**src/rtl/arith_pkg.sv**
```systemverilog
// Shared arithmetic-library definitions: the serial FSM state encoding and a
// helper that sizes bit counters.
package arith_pkg;

  typedef enum logic [1:0] {
    ST_IDLE  = 2'd0,
    ST_SHIFT = 2'd1,
    ST_DONE  = 2'd2
  } state_t;

  // A WIDTH=1 unit still needs a one-bit counter, hence the floor of 1.
  function automatic int cntWidth(input int width);
    return (width > 1) ? $clog2(width) : 1;
  endfunction

endpackage

```
**src/rtl/serial_subtractor_if.sv**
```systemverilog
// Start/done handshake and operand/result bus of the bit-serial subtractor.
interface serial_subtractor_if #(
  parameter int WIDTH = 8
);

  logic             start;
  logic [WIDTH-1:0] a;
  logic [WIDTH-1:0] b;
  logic             busy;
  logic             done;
  logic [WIDTH-1:0] diff;
  logic             borrow;

  modport master (
    output start, a, b,
    input  busy, done, diff, borrow
  );

  modport slave (
    input  start, a, b,
    output busy, done, diff, borrow
  );

endinterface

```
**src/rtl/full_subtractor.sv**
```systemverilog
// One-bit full subtractor (a - b - bin) built from two half subtractors and
// an OR gate combining their borrows.
module full_subtractor (
  input  logic i_a,
  input  logic i_b,
  input  logic i_bin,
  output logic o_d,
  output logic o_bout
);

  logic w_d1;
  logic w_b1;
  logic w_b2;

  half_subtractor u_hs1 (
    .i_x    (i_a),
    .i_y    (i_b),
    .o_d    (w_d1),
    .o_bout (w_b1)
  );

  half_subtractor u_hs2 (
    .i_x    (w_d1),
    .i_y    (i_bin),
    .o_d    (o_d),
    .o_bout (w_b2)
  );

  assign o_bout = w_b1 | w_b2;

endmodule

```
**src/rtl/half_subtractor.sv**
```systemverilog
// One-bit half subtractor: i_x - i_y with a borrow-out.
module half_subtractor (
  input  logic i_x,
  input  logic i_y,
  output logic o_d,
  output logic o_bout
);

  assign o_d    = i_x ^ i_y;
  assign o_bout = ~i_x & i_y;

endmodule

```
**src/rtl/serial_subtractor.sv**
```systemverilog
// Bit-serial LSB-first subtractor: one full-subtractor cell processes one bit
// per clock; diff/borrow update only when an operation completes.
module serial_subtractor
  import arith_pkg::*;
#(
  parameter int WIDTH = 8
) (
  input  logic              clk,
  input  logic              rst_n,
  serial_subtractor_if.slave bus
);

  localparam int CNT_W = cntWidth(WIDTH);
  localparam logic [CNT_W-1:0] LAST_CNT = CNT_W'(WIDTH - 1);

  state_t           r_state;
  state_t           w_stateNext;
  logic             w_load;
  logic             w_shift;
  logic             w_last;

  logic [WIDTH-1:0] r_shA;
  logic [WIDTH-1:0] r_shB;
  logic [WIDTH-1:0] r_res;
  logic             r_bin;
  logic [CNT_W-1:0] r_count;
  logic [WIDTH-1:0] r_diff;
  logic             r_borrow;

  logic             w_d;
  logic             w_bout;
  logic [WIDTH-1:0] w_resNext;

  full_subtractor u_fsub (
    .i_a    (r_shA[0]),
    .i_b    (r_shB[0]),
    .i_bin  (r_bin),
    .o_d    (w_d),
    .o_bout (w_bout)
  );

  // New bit enters at the MSB; the whole vector shifts so WIDTH=1 needs no special case.
  assign w_resNext = WIDTH'({w_d, r_res} >> 1);
  assign w_last    = (r_count == LAST_CNT);

  always_ff @(posedge clk or negedge rst_n) begin
    if (!rst_n) begin
      r_state <= ST_IDLE;
    end else begin
      r_state <= w_stateNext;
    end
  end

  always_comb begin
    w_stateNext = r_state;
    w_load      = 1'b0;
    w_shift     = 1'b0;
    bus.busy    = 1'b0;
    bus.done    = 1'b0;
    case (r_state)
      ST_IDLE: begin
        if (bus.start) begin
          w_load      = 1'b1;
          w_stateNext = ST_SHIFT;
        end
      end
      ST_SHIFT: begin
        bus.busy = 1'b1;
        w_shift  = 1'b1;
        if (w_last) begin
          w_stateNext = ST_DONE;
        end
      end
      ST_DONE: begin
        bus.done = 1'b1;
        if (bus.start) begin
          w_load      = 1'b1;
          w_stateNext = ST_SHIFT;
        end else begin
          w_stateNext = ST_IDLE;
        end
      end
      default: begin
        w_stateNext = ST_IDLE;
      end
    endcase
  end

  // Result registers are written only on the final shift edge, so they never show partial sums.
  always_ff @(posedge clk or negedge rst_n) begin
    if (!rst_n) begin
      r_shA    <= '0;
      r_shB    <= '0;
      r_res    <= '0;
      r_bin    <= 1'b0;
      r_count  <= '0;
      r_diff   <= '0;
      r_borrow <= 1'b0;
    end else if (w_load) begin
      r_shA   <= bus.a;
      r_shB   <= bus.b;
      r_res   <= '0;
      r_bin   <= 1'b0;
      r_count <= '0;
    end else if (w_shift) begin
      r_shA   <= r_shA >> 1;
      r_shB   <= r_shB >> 1;
      r_res   <= w_resNext;
      r_bin   <= w_bout;
      r_count <= r_count + CNT_W'(1);
      if (w_last) begin
        r_diff   <= w_resNext;
        r_borrow <= w_bout;
      end
    end
  end

  assign bus.diff   = r_diff;
  assign bus.borrow = r_borrow;

endmodule

```
**src/flat_wrapper.sv**
```systemverilog
// flat-port wrapper written by rule: the top's interface ports become plain ports
module serial_subtractor_flat import arith_pkg::*;
#(
  parameter int WIDTH = 8
)
  (clk, rst_n, bus_start, bus_a, bus_b, bus_busy, bus_done, bus_diff, bus_borrow);
  serial_subtractor_if #(.WIDTH(WIDTH)) bus_i ();
  input  logic clk;
  input  logic rst_n;
  input wire logic [$bits(bus_i.start)-1:0] bus_start;
  input wire logic [$bits(bus_i.a)-1:0] bus_a;
  input wire logic [$bits(bus_i.b)-1:0] bus_b;
  output wire logic [$bits(bus_i.busy)-1:0] bus_busy;
  output wire logic [$bits(bus_i.done)-1:0] bus_done;
  output wire logic [$bits(bus_i.diff)-1:0] bus_diff;
  output wire logic [$bits(bus_i.borrow)-1:0] bus_borrow;
  assign bus_i.start = bus_start;
  assign bus_i.a = bus_a;
  assign bus_i.b = bus_b;
  assign bus_busy = bus_i.busy;
  assign bus_done = bus_i.done;
  assign bus_diff = bus_i.diff;
  assign bus_borrow = bus_i.borrow;
  serial_subtractor #(.WIDTH(WIDTH)) u_core (.clk(clk), .rst_n(rst_n), .bus(bus_i));
endmodule
```
**config.mk**
```make
export PLATFORM = sky130hd
export DESIGN_NAME = serial_subtractor_flat
export DESIGN_NICKNAME = d
export VERILOG_FILES = /design/src/rtl/arith_pkg.sv /design/src/rtl/serial_subtractor_if.sv /design/src/rtl/full_subtractor.sv /design/src/rtl/half_subtractor.sv /design/src/rtl/serial_subtractor.sv /design/src/flat_wrapper.sv
export SDC_FILE = /design/constraint.sdc
export NUM_CORES = 1
export LEC_CHECK = 0
export ABC_CLOCK_PERIOD_IN_PS = 2100
export CORE_MARGIN = 2
export CORE_UTILIZATION = 50
export CTS_CLUSTER_DIAMETER = 60
export DETAILED_ROUTE_END_ITERATION = 12
export GPL_ROUTABILITY_DRIVEN = 0
export PLACE_DENSITY_LB_ADDON = 0.25
export SETUP_SLACK_MARGIN = 0.5
export SYNTH_ARGS = -nofsm -noshare
export SYNTH_HDL_FRONTEND = slang
export SYNTH_SLANG_ARGS = --single-unit
```
**constraint.sdc**
```tcl
create_clock -name clk -period 2.1 [get_ports clk]
set_clock_uncertainty 0.05 [all_clocks]
set_input_delay 0.42 -clock clk [delete_from_list [all_inputs] [get_ports clk]]
set_output_delay 0.42 -clock clk [all_outputs]
set_load 0.05 [all_outputs]
```
==> results by group <==
Worst setup path
  • Worst Setup EP: bus_busy
  • Critical path arrival: 1230 ps
  • Worst reg2reg path depth: 4
  • Flop2flop setup slack: 550 ps
  • R2r endpoint: u_core.r_count[1]
  • CP required: roughly 1600 ps
  • Crit. End Element: output pin
  • Crit-path max FO: 2
  • Setup crit start kind: flop
  • Start point of the critical path: u_core.r_state[1]
  • Critical path class: flop to output pin
  • R2R Path Start: u_core.r_state[1]

Global routing
  • Grt ovf: 0
  • Number of global-route vias before repair: 1301
  • Gr usage total: 0.2167
  • Largest net degree at the start of global routing: 39
  • Initial antenna violation count: 0
  • First-pass GRT wire length: 6451 microns

Pwr
  • Leakage: 1.067 nW
  • Final Power: around 3.7 mW
  • P per Cell Area: 1582 nW/um^2
  • VDD IR max: 0.0009210 V

Yosys
  • Sequential fraction of the synthesis area: 0.5523
  • Number of synthesized flops with an enable pin: 0
  • Top post-synthesis cells by area: dfrtp_1 (55%), mux2_2 (7.2%), a22o_1 (5.6%)
  • Top cells by count, synth: dfrtp_1 (38), a21oi_1 (14), a22o_1 (11), inv_1 (11), mux2_2 (11)
  • Top FF cell, synth: dfrtp_1
  • Top-area cell type share of the netlist area: 0.5523
  • Synth warnings: 0
  • Syn_nets: 166
  • Top-count cell post-synth: dfrtp_1
  • Seq cells post-synth: 38
  • Cell variety after synth: 23
  • Mapped Cells: 144
  • FFs w/ async S/R, synth: 1.000
  • Cell taking the most area after synthesis: dfrtp_1
  • Post-Syn Area: 1722 sq um
  • Synth Area per Inst: approximately 12 sq um

Drt
  • Via count: 1272
  • Wire length on met2: 1932 microns
  • Wire length on met3: 176 microns
  • Initial DRC Count: 39
  • Post-Route M1 WL: 1722 microns
  • DR pass1 iterations: 4
  • Antenna-violating nets left: 0
  • DRC Markers: 0
  • Via-per-instance ratio: 5.459
  • Final WL: 3914 microns
  • WL/cell: 16.80 microns
  • DR top layer: met4

Clock tree
  • CTS tree: done
  • Clock Pin Slew Worst Setup and Hold Paths: 110 ps
  • Post-CTS Hold Fix Bufs: 0
  • Max clock buf depth: 2
  • CTS buffer count: 5
  • Clk root buf: clkbuf_4
  • Clk Latency, worst-skew pair: 360 ps
  • Clock sink count: 38
  • H-tree Lvls: 2

STA
  • Tightest Pin Transition: 478.2 ps
  • Relative slew slack: 0.6812
  • Final worst slack: approximately 400 ps
  • RSZ-0062 raised after global routing: true
  • Fmax: 588.2 MHz
  • Setup TNS: 0 ps
  • Final worst path period need: 1700 ps
  • Final slew viol count: 0
  • Final period util: 0.8096
  • Hold Fails Final Rpt: 0
  • Finish-stage setup viols: 0

Status
  • Outcome: completed

Final layout
  • Non-filler instance count after layout: approximately 230
  • Share of post-route cells with drive strength above 1: 0.2888
  • Area grow syn2layout: 34.45%
  • N_diodes: 0
  • Final instance area: 2315 sq um
  • Net count, final: 208

Die
  • Die area: 3929 sq um
  • Initial Utilization: 0.5200
  • Chip width: around 63 microns
  • I/O pin count: 30
  • Row count: 21
  • Die H: between 60 and 70 microns
  • Core region area: 3311 sq um

Place
  • DP HPWL: about 2300 microns
  • Number of buffers added on ports: 29
  • Pre-CTS setup slack: 232.6 ps
  • Area post-placement: about 2100 sq um
  • Placed cells: 213

Worst hold path
  • Worst hold path class: input pin to asynchronous set/reset pin

Flow run
  • Number of max-cap violations: 0
## cell type report
class / instances / area [sq um]
clock buffer: 6 / 51.30
clock inverter: 2 / 60.06
fill: 274 / 996.0
inverter: 11 / 45.04
multi-input combinational: 86 / 714.4
sequential: 38 / 952.2
tap: 46 / 57.56
timing repair buffer: 44 / 434.2
## critical path: stages, from the launching register on
cell,delay (ps)
dfrtp_1,410
nand2b_4,170
clkinvlp_4,120
buf_12,160
## cell families after synthesis
kind of cell / count (synthesis) / share of synthesized area
AO/OA/AOI/OAI: 45 / 0.1715
flip-flops: 38 / 0.5523
XOR/XNOR: 1 / 0.005088
adder cells (fa/ha/maj): 3 / 0.02616
AND/OR/NAND/NOR: 16 / 0.06178
buffers and inverters: 21 / 0.05886
multiplexers: 20 / 0.1243
## flip-flops by register name, indices dropped and copies added (netlist names)
signal and cells:
u_core.r_bin 1, u_core.r_shB 8, u_core.r_count 3, u_core.r_state 2, u_core.r_shA 8, u_core.bus.borrow 1, u_core.bus.diff 8, u_core.r_res 7
## metal layers
layer / up-vias / global-route usage
met5: - / 0
li1: 600 / -
met4: 0 / 0.08611
met2: 28 / 0.3414
met3: 7 / 0.06486
met1: 637 / 0.2821
## metrics by stage
stage / utilization / hold slack, ps
after floorplan: - / 74.41
after global placement: 0.6255 / 420.2
after detailed placement: 0.6255 / 431.1
after CTS: 0.6984 / 442.5
after global routing: 0.6992 / 445.0
final: 0.6992 / 425.9
## what timing repair did
action                     in CTS  in global routing
setup endpoints to repair      11                 31
pin swaps                       0                  0
gates resized for setup        36                 20
setup buffers                   7                  3
gates cloned                    1                  1
## layout by cell type (no fill, tap or decap), types with 2 or more instances in the layout
master and n:
buf_2 8, buf_4 12, clkdlybuf4s50_1 18, clkbuf_4 5, mux2i_1 9, bufinv_16 2, nand2_1 2, nand3b_4 2
inv_1 10, buf_12 4, o21ai_0 5, dfrtp_1 37, a22o_1 11, a211oi_1 7, nor2b_1 7, mux2_2 11
nand3_1 2, o22ai_1 7, a21oi_1 14
## worst min-delay path by stage
stage / start / end / slack, ps / cells past startpoint
2_1_floorplan: rst_n / u_core.bus.borrow / 70 / 0
5_1_grt: rst_n / u_core.r_res[7] / 440 / 2
6_report: rst_n / u_core.r_shB[7] / 430 / 2
4_1_cts: rst_n / u_core.bus.diff[6] / 440 / 2
3_3_place_gp: u_core.bus.borrow / u_core.bus.borrow / 420 / 2
3_5_place_dp: u_core.bus.borrow / u_core.bus.borrow / 430 / 2
## power breakdown
| part | switching [mW] | total, mW | internal (mW) |
|---|---|---|---|
| Clock | 0.250 | 0.653 | 0.403 |
| Combinational | 0.907 | 1.71 | 0.799 |
| Sequential | 0.240 | 1.30 | 1.06 |
| Total | 1.40 | 3.66 | 2.27 |
Note: power is estimated with default switching activity, not from simulation.
